`src/rtl/msrv32_pkg.sv`:
```
// msrv32_pkg: state encodings, next-PC selects and trap cause codes for machine control
package msrv32_pkg;
  typedef enum logic [1:0] {
    ST_RESET       = 2'b00,
    ST_OPERATING   = 2'b01,
    ST_TRAP_TAKEN  = 2'b10,
    ST_TRAP_RETURN = 2'b11
  } state_t;
  localparam logic [1:0] PC_BOOT = 2'b00;
  localparam logic [1:0] PC_EPC  = 2'b01;
  localparam logic [1:0] PC_TRAP = 2'b10;
  localparam logic [1:0] PC_NEXT = 2'b11;
  localparam logic [3:0] CAUSE_INSTR_MISALIGN = 4'd0;
  localparam logic [3:0] CAUSE_ILLEGAL        = 4'd2;
  localparam logic [3:0] CAUSE_BREAKPOINT     = 4'd3;
  localparam logic [3:0] CAUSE_LOAD_MISALIGN  = 4'd4;
  localparam logic [3:0] CAUSE_STORE_MISALIGN = 4'd6;
  localparam logic [3:0] CAUSE_ECALL_M        = 4'd11;
  localparam logic [3:0] CAUSE_M_SW_INT       = 4'd3;
  localparam logic [3:0] CAUSE_M_TIMER_INT    = 4'd7;
  localparam logic [3:0] CAUSE_M_EXT_INT      = 4'd11;
  localparam logic [4:0] OPC_SYSTEM = 5'b11100;
  localparam logic [6:0] F7_MRET    = 7'b0011000;
endpackage

```
`src/rtl/msrv32_machine_control_if.sv`:
```
// msrv32_machine_control_if: decoder/CSR-facing signals of the machine control block
interface msrv32_machine_control_if;
  logic       illegal_instr_in, misaligned_load_in, misaligned_store_in, misaligned_instr_in;
  logic [4:0] opcode_6_to_2_in;
  logic [2:0] funct3_in;
  logic [6:0] funct7_in;
  logic [4:0] rs1_addr_in, rs2_addr_in, rd_addr_in;
  logic       mie_in, meie_in, mtie_in, msie_in, meip_in, mtip_in, msip_in;
  logic [1:0] pc_src_out;
  logic       flush_out, trap_taken_out, i_or_e_out, set_cause_out, set_epc_out;
  logic       mie_clear_out, mie_set_out, instret_inc_out, misaligned_exception_out;
  logic [3:0] cause_out;
  modport master (
    output illegal_instr_in, misaligned_load_in, misaligned_store_in, misaligned_instr_in,
           opcode_6_to_2_in, funct3_in, funct7_in, rs1_addr_in, rs2_addr_in, rd_addr_in,
           mie_in, meie_in, mtie_in, msie_in, meip_in, mtip_in, msip_in,
    input  pc_src_out, flush_out, trap_taken_out, i_or_e_out, set_cause_out, set_epc_out,
           mie_clear_out, mie_set_out, instret_inc_out, misaligned_exception_out, cause_out
  );
  modport slave (
    input  illegal_instr_in, misaligned_load_in, misaligned_store_in, misaligned_instr_in,
           opcode_6_to_2_in, funct3_in, funct7_in, rs1_addr_in, rs2_addr_in, rd_addr_in,
           mie_in, meie_in, mtie_in, msie_in, meip_in, mtip_in, msip_in,
    output pc_src_out, flush_out, trap_taken_out, i_or_e_out, set_cause_out, set_epc_out,
           mie_clear_out, mie_set_out, instret_inc_out, misaligned_exception_out, cause_out
  );
endinterface

```
`src/rtl/msrv32_trap_prioritizer.sv`:
```
// msrv32_trap_prioritizer: SYSTEM decode plus exception/interrupt priority and cause encoding
module msrv32_trap_prioritizer
  import msrv32_pkg::*;
(
  input  logic       illegal_i,
  input  logic       misaligned_instr_i,
  input  logic       misaligned_load_i,
  input  logic       misaligned_store_i,
  input  logic [4:0] opcode_i,
  input  logic [2:0] funct3_i,
  input  logic [6:0] funct7_i,
  input  logic [4:0] rs1_i,
  input  logic [4:0] rs2_i,
  input  logic [4:0] rd_i,
  input  logic       mie_i,
  input  logic       meie_i,
  input  logic       mtie_i,
  input  logic       msie_i,
  input  logic       meip_i,
  input  logic       mtip_i,
  input  logic       msip_i,
  output logic       exc_o,
  output logic       irq_o,
  output logic       is_mret_o,
  output logic [3:0] cause_o,
  output logic       i_or_e_o
);
  logic sys, is_ecall, is_ebreak, ext, sw, tm;
  logic [3:0] exc_cause, irq_cause;
  always_comb begin
    sys       = opcode_i == OPC_SYSTEM && funct3_i == 3'b000 && rs1_i == 5'd0 && rd_i == 5'd0;
    is_ecall  = sys && funct7_i == 7'd0 && rs2_i == 5'd0;
    is_ebreak = sys && funct7_i == 7'd0 && rs2_i == 5'd1;
    is_mret_o = sys && funct7_i == F7_MRET && rs2_i == 5'd2;
    ext       = meie_i & meip_i;
    sw        = msie_i & msip_i;
    tm        = mtie_i & mtip_i;
    exc_o     = illegal_i | misaligned_instr_i | misaligned_load_i | misaligned_store_i | is_ecall | is_ebreak;
    irq_o     = mie_i & (ext | sw | tm);
    exc_cause = illegal_i ? CAUSE_ILLEGAL : misaligned_instr_i ? CAUSE_INSTR_MISALIGN :
                is_ecall ? CAUSE_ECALL_M : is_ebreak ? CAUSE_BREAKPOINT :
                misaligned_load_i ? CAUSE_LOAD_MISALIGN : CAUSE_STORE_MISALIGN;
    irq_cause = ext ? CAUSE_M_EXT_INT : sw ? CAUSE_M_SW_INT : CAUSE_M_TIMER_INT;
    cause_o   = exc_o ? exc_cause : irq_cause;
    i_or_e_o  = !exc_o && irq_o;
  end
endmodule

```
`src/rtl/msrv32_machine_control.sv`:
```
// msrv32_machine_control: machine-mode trap entry/return FSM driving next-PC select and CSR strobes
module msrv32_machine_control
  import msrv32_pkg::*;
(
  input logic ms_riscv32_mp_clk_in,
  input logic ms_riscv32_mp_rst_in,
  msrv32_machine_control_if.slave bus
);
  state_t state_q, state_d;
  logic [3:0] cause_q, cause;
  logic i_or_e_q, mis_q, exc, irq, is_mret, i_or_e, trap;
  msrv32_trap_prioritizer u_prio (
    .illegal_i(bus.illegal_instr_in), .misaligned_instr_i(bus.misaligned_instr_in),
    .misaligned_load_i(bus.misaligned_load_in), .misaligned_store_i(bus.misaligned_store_in),
    .opcode_i(bus.opcode_6_to_2_in), .funct3_i(bus.funct3_in), .funct7_i(bus.funct7_in),
    .rs1_i(bus.rs1_addr_in), .rs2_i(bus.rs2_addr_in), .rd_i(bus.rd_addr_in),
    .mie_i(bus.mie_in), .meie_i(bus.meie_in), .mtie_i(bus.mtie_in), .msie_i(bus.msie_in),
    .meip_i(bus.meip_in), .mtip_i(bus.mtip_in), .msip_i(bus.msip_in),
    .exc_o(exc), .irq_o(irq), .is_mret_o(is_mret), .cause_o(cause), .i_or_e_o(i_or_e)
  );
  assign trap = state_q == ST_OPERATING && (exc || irq);
  always_ff @(posedge ms_riscv32_mp_clk_in) begin
    if (ms_riscv32_mp_rst_in) begin
      state_q  <= ST_RESET;
      cause_q  <= 4'd0;
      i_or_e_q <= 1'b0;
      mis_q    <= 1'b0;
    end else begin
      state_q <= state_d;
      if (trap) begin
        cause_q  <= cause;
        i_or_e_q <= i_or_e;
        mis_q    <= !i_or_e && (cause == CAUSE_INSTR_MISALIGN || cause == CAUSE_LOAD_MISALIGN ||
                                cause == CAUSE_STORE_MISALIGN);
      end
    end
  end
  // MRET only returns when no trap competes for the same cycle
  always_comb begin
    state_d = ST_OPERATING;
    if (state_q == ST_OPERATING)
      state_d = trap ? ST_TRAP_TAKEN : is_mret ? ST_TRAP_RETURN : ST_OPERATING;
    bus.pc_src_out      = state_q == ST_OPERATING ? PC_NEXT : state_q == ST_TRAP_TAKEN ? PC_TRAP :
                          state_q == ST_TRAP_RETURN ? PC_EPC : PC_BOOT;
    bus.flush_out       = state_q != ST_OPERATING;
    bus.trap_taken_out  = trap;
    bus.instret_inc_out = state_q == ST_OPERATING && !trap;
    bus.set_cause_out   = state_q == ST_TRAP_TAKEN;
    bus.set_epc_out     = state_q == ST_TRAP_TAKEN;
    bus.mie_clear_out   = state_q == ST_TRAP_TAKEN;
    bus.mie_set_out     = state_q == ST_TRAP_RETURN;
  end
  assign bus.cause_out                = cause_q;
  assign bus.i_or_e_out               = i_or_e_q;
  assign bus.misaligned_exception_out = mis_q;
endmodule

```
`src/flat_wrapper.sv`:
```
// flat-port wrapper written by rule: the top's interface ports become plain ports
module msrv32_machine_control_flat import msrv32_pkg::*;
  (ms_riscv32_mp_clk_in, ms_riscv32_mp_rst_in, bus_illegal_instr_in, bus_misaligned_load_in, bus_misaligned_store_in, bus_misaligned_instr_in, bus_opcode_6_to_2_in, bus_funct3_in, bus_funct7_in, bus_rs1_addr_in, bus_rs2_addr_in, bus_rd_addr_in, bus_mie_in, bus_meie_in, bus_mtie_in, bus_msie_in, bus_meip_in, bus_mtip_in, bus_msip_in, bus_pc_src_out, bus_flush_out, bus_trap_taken_out, bus_i_or_e_out, bus_set_cause_out, bus_set_epc_out, bus_mie_clear_out, bus_mie_set_out, bus_instret_inc_out, bus_misaligned_exception_out, bus_cause_out);
  msrv32_machine_control_if bus_i ();
  input logic ms_riscv32_mp_clk_in;
  input logic ms_riscv32_mp_rst_in;
  input wire logic [$bits(bus_i.illegal_instr_in)-1:0] bus_illegal_instr_in;
  input wire logic [$bits(bus_i.misaligned_load_in)-1:0] bus_misaligned_load_in;
  input wire logic [$bits(bus_i.misaligned_store_in)-1:0] bus_misaligned_store_in;
  input wire logic [$bits(bus_i.misaligned_instr_in)-1:0] bus_misaligned_instr_in;
  input wire logic [$bits(bus_i.opcode_6_to_2_in)-1:0] bus_opcode_6_to_2_in;
  input wire logic [$bits(bus_i.funct3_in)-1:0] bus_funct3_in;
  input wire logic [$bits(bus_i.funct7_in)-1:0] bus_funct7_in;
  input wire logic [$bits(bus_i.rs1_addr_in)-1:0] bus_rs1_addr_in;
  input wire logic [$bits(bus_i.rs2_addr_in)-1:0] bus_rs2_addr_in;
  input wire logic [$bits(bus_i.rd_addr_in)-1:0] bus_rd_addr_in;
  input wire logic [$bits(bus_i.mie_in)-1:0] bus_mie_in;
  input wire logic [$bits(bus_i.meie_in)-1:0] bus_meie_in;
  input wire logic [$bits(bus_i.mtie_in)-1:0] bus_mtie_in;
  input wire logic [$bits(bus_i.msie_in)-1:0] bus_msie_in;
  input wire logic [$bits(bus_i.meip_in)-1:0] bus_meip_in;
  input wire logic [$bits(bus_i.mtip_in)-1:0] bus_mtip_in;
  input wire logic [$bits(bus_i.msip_in)-1:0] bus_msip_in;
  output wire logic [$bits(bus_i.pc_src_out)-1:0] bus_pc_src_out;
  output wire logic [$bits(bus_i.flush_out)-1:0] bus_flush_out;
  output wire logic [$bits(bus_i.trap_taken_out)-1:0] bus_trap_taken_out;
  output wire logic [$bits(bus_i.i_or_e_out)-1:0] bus_i_or_e_out;
  output wire logic [$bits(bus_i.set_cause_out)-1:0] bus_set_cause_out;
  output wire logic [$bits(bus_i.set_epc_out)-1:0] bus_set_epc_out;
  output wire logic [$bits(bus_i.mie_clear_out)-1:0] bus_mie_clear_out;
  output wire logic [$bits(bus_i.mie_set_out)-1:0] bus_mie_set_out;
  output wire logic [$bits(bus_i.instret_inc_out)-1:0] bus_instret_inc_out;
  output wire logic [$bits(bus_i.misaligned_exception_out)-1:0] bus_misaligned_exception_out;
  output wire logic [$bits(bus_i.cause_out)-1:0] bus_cause_out;
  assign bus_i.illegal_instr_in = bus_illegal_instr_in;
  assign bus_i.misaligned_load_in = bus_misaligned_load_in;
  assign bus_i.misaligned_store_in = bus_misaligned_store_in;
  assign bus_i.misaligned_instr_in = bus_misaligned_instr_in;
  assign bus_i.opcode_6_to_2_in = bus_opcode_6_to_2_in;
  assign bus_i.funct3_in = bus_funct3_in;
  assign bus_i.funct7_in = bus_funct7_in;
  assign bus_i.rs1_addr_in = bus_rs1_addr_in;
  assign bus_i.rs2_addr_in = bus_rs2_addr_in;
  assign bus_i.rd_addr_in = bus_rd_addr_in;
  assign bus_i.mie_in = bus_mie_in;
  assign bus_i.meie_in = bus_meie_in;
  assign bus_i.mtie_in = bus_mtie_in;
  assign bus_i.msie_in = bus_msie_in;
  assign bus_i.meip_in = bus_meip_in;
  assign bus_i.mtip_in = bus_mtip_in;
  assign bus_i.msip_in = bus_msip_in;
  assign bus_pc_src_out = bus_i.pc_src_out;
  assign bus_flush_out = bus_i.flush_out;
  assign bus_trap_taken_out = bus_i.trap_taken_out;
  assign bus_i_or_e_out = bus_i.i_or_e_out;
  assign bus_set_cause_out = bus_i.set_cause_out;
  assign bus_set_epc_out = bus_i.set_epc_out;
  assign bus_mie_clear_out = bus_i.mie_clear_out;
  assign bus_mie_set_out = bus_i.mie_set_out;
  assign bus_instret_inc_out = bus_i.instret_inc_out;
  assign bus_misaligned_exception_out = bus_i.misaligned_exception_out;
  assign bus_cause_out = bus_i.cause_out;
  msrv32_machine_control u_core (.ms_riscv32_mp_clk_in(ms_riscv32_mp_clk_in), .ms_riscv32_mp_rst_in(ms_riscv32_mp_rst_in), .bus(bus_i));
endmodule
```
`config.mk`:
```
export PLATFORM = sky130hd
export DESIGN_NAME = msrv32_machine_control_flat
export DESIGN_NICKNAME = d
export VERILOG_FILES = /design/src/rtl/msrv32_pkg.sv /design/src/rtl/msrv32_machine_control_if.sv /design/src/rtl/msrv32_trap_prioritizer.sv /design/src/rtl/msrv32_machine_control.sv /design/src/flat_wrapper.sv
export SDC_FILE = /design/constraint.sdc
export NUM_CORES = 1
export LEC_CHECK = 0
export ABC_AREA = 1
export BUFFER_PORTS_ARGS = -buffer_cell sky130_fd_sc_hd__buf_2
export CAP_MARGIN = 25
export CORE_ASPECT_RATIO = 0.9
export CORE_MARGIN = 10
export CORE_UTILIZATION = 33
export DETAILED_ROUTE_END_ITERATION = 12
export GPL_TIMING_DRIVEN = 0
export PLACE_DENSITY = 0.72
export SYNTH_ARGS = -nofsm -noshare
export SYNTH_HDL_FRONTEND = slang
export SYNTH_SLANG_ARGS = --single-unit
```
`constraint.sdc`:
```
create_clock -name ms_riscv32_mp_clk_in -period 1.05 [get_ports ms_riscv32_mp_clk_in]
set_clock_uncertainty 0.05 [all_clocks]
set_input_delay 0 -clock ms_riscv32_mp_clk_in [delete_from_list [all_inputs] [get_ports ms_riscv32_mp_clk_in]]
set_output_delay 0 -clock ms_riscv32_mp_clk_in [all_outputs]
set_load 0.005 [all_outputs]
```
==> results.ini <==
[layout]
multi_input_area_um2 = 475
nets = 213
register_area_um2 = 165
most-common-layout-cells = buf_2 (55), nor2_1 (19), nand2_1 (16)
finalCoreUtilization = 0.587
drive_gt1_frac = 0.588
nFillCells = 180
area_delta_synth_final_pct = 71.0
layout_commonest_cell = buf_2
diodes = 0

[clock_tree]
cts_tree = done
numClockSinks = 8
cts_buffer_depth = 2
cts_buffers = 3
cts-root-buf = clkbuf_4
ctsHtreeMaxLevel = 1
clkTransAtPathRegs_ns = 0.06
clkLatencyLatePin_ns = 0.25

[logic_synthesis]
ys_ff_latch = 8
seq_area_frac_synth = 0.246
synth_area_um2 = 651
synth.distinct_cells = 24
synthesis.nets = 147
ys.flop_type = dfxtp_1
syn_area_per_cell_um2 = 6.44
synth_cells = 101
synth_area_leader_cell = dfxtp_1
yosysTopAreaCellShare = 0.246
synth_area_leaders = dfxtp_1 (25%), nor2_1 (14%), nand2_1 (10%)
yosys_warnings = 0
async_reset_ff_frac = 0
synth_edf_count = 0

[timing]
drv_slew = 0
period_share = 1.14
timing.final.ws_setup_ns = -0.143
slew_headroom = 0.766
min_period_ns = 1.19
tightest_slew_ns = 0.349
fmax_mhz = 838
rsz0062_at_grt = yes
finalHoldViolCount = 0
setup-violations-final = 12

[global_routing]
grt_usage = 0.104
grt_util_met3 = 0.0341
grt_max_degree = 7
grt-ovfl-total = 0
grt_util_met1 = 0.0892
busiest_layer = met2
grt_pass1_wl_um = 3590
grt_use_met2 = 0.210
first_global_vias = 895
grt_antenna_before_repair = 0

[power_and_ir_drop]
clkPwrFrac = 0.254
switching_share = 0.314
seqPwrFrac = 0.366
internal-power_mw = 0.649
p_comb_frac = 0.380
p_total_mw = 0.947
p_leak_nw = 0.615
ir_drop_v = 0.000637
pwr_density_cell_mw_per_mm2 = 851
switchingPower_mw = 0.297

[floorplan]
io_pins = 58
initial_core_util = 0.343
fp.dieW_um = 66.8
dieHeight_um = 62.1
coreArea_mm2 = 0.00190
rows = 15
dieArea_mm2 = 0.00415

[setup_path]
crit_required_ns = 1.00
critPathArrivalTime_ns = 1.14
cp-start-kind = register
crit_type = register to output pin
worst-path-max-fanout = 4
endpoint_kind = output pin

[outcome]
violations = negative setup slack
status = finished, violations left

[flow_run]
max-cap-violations = 0

[drt]
drc = 0
vias_per_cell = 4.55
vias = 865
routed_wirelength_um = 2290
drt_iter0_drc = 12
ant_nets = 0
wl_per_cell_um = 12.1
drt-pass1-iter-count = 4

[place]
io_buffers = 57
dpl.hpwl_um = 1920
gp_congestion = 0.750

[worst_hold_path]
hp-class = primary input to register

## cells by family (layout without fill, tap and decap cells)
logic type | count (synthesis) | in the layout | synth area share
AOI/OAI and AO/OA | 8 | 8 | 0.0750
adders and majority gates | 3 | 3 | 0.0577
buffers and inverters | 17 | 81 | 0.117
DFF | 8 | 8 | 0.246
and+or+nand+nor | 65 | 65 | 0.504
## final timing paths
kind                                             from  slack (ns)                                  end  cells after the start
setup / recovery                    u_core.state_q[1]       -0.14                    bus_pc_src_out[0]                      4
hold / removal                   bus_illegal_instr_in        0.05                u_core.bus.i_or_e_out                      4
hold reg to reg   u_core.bus.misaligned_exception_out        0.41  u_core.bus.misaligned_exception_out                      2
setup reg to reg                    u_core.state_q[1]       -0.07              u_core.bus.cause_out[0]                      7
## per-stage QoR
step	instances	setup TNS (ns)	instance area (um2)	worst slack [ns]	hold slack, ns
finish	190	-0.769	1110	-0.143	0.0541
global route	190	-1.63	1110	-0.204	0.0774
CTS	190	-0.903	1070	-0.151	0.0504
detailed placement	183	-0.834	970	-0.171	0.188
global placement	183	-0.740	970	-0.160	0.190
floorplan	101	0	653	0.0164	0.0124
## final cells by class
cell class / instances / area share
repair buffers: 61 / 0.307
flip-flops and latches: 8 / 0.148
inverters: 15 / 0.0551
plain buffers: 2 / 0.0135
clock buffers: 3 / 0.0202
multi-input cells: 76 / 0.427
well taps: 25 / 0.0281
## critical path, cell delays in order (launching register included)
cell and delay (ns):
dfxtp_2 0.34, inv_2 0.05, ha_4 0.17, or2_4 0.22
buf_6 0.11
## power by group through the flow
stage | logic [mW] | clock network, mW | registers [mW]
floorplan | 0.138 | 0 | 0.348
global placement | 0.278 | 0 | 0.346
detailed placement | 0.285 | 0 | 0.348
CTS | 0.329 | 0.244 | 0.344
global route | 0.398 | 0.267 | 0.349
finish | 0.360 | 0.240 | 0.347
## state kept, by name (all words and copies together), names as in the netlist
signal	count
u_core.bus.cause_out	4
u_core.state_q	2
u_core.bus.i_or_e_out	1
u_core.bus.misaligned_exception_out	1
## Yosys cell counts, drive strengths merged (2+ instances only)
| cell | count |
|---|---|
| nand4 | 6 |
| ha | 3 |
| o21ai | 3 |
| buf | 2 |
| dfxtp | 8 |
| nor2 | 30 |
| nand2 | 23 |
| nand3 | 2 |
| inv | 14 |
| a21oi | 3 |
## repair_timing
action                                  CTS  global route
endpoints found under the setup margin   13            14
endpoints found under the hold margin     3             0
hold buffers                              1             0
resized for setup                        13            15
pin swaps                                 5             7
buffers inserted                          3             1
## layer usage
metal / wire length [um] / vias to the layer above / share of wire
met3: 187 / 2 / 0.082
met2: 1320 / 31 / 0.58
met4: 21 / 0 / 0.0092
li1: - / 444 / -
met5: 0 / - / 0
met1: 761 / 388 / 0.33
Power figures use the tool's default switching activity.
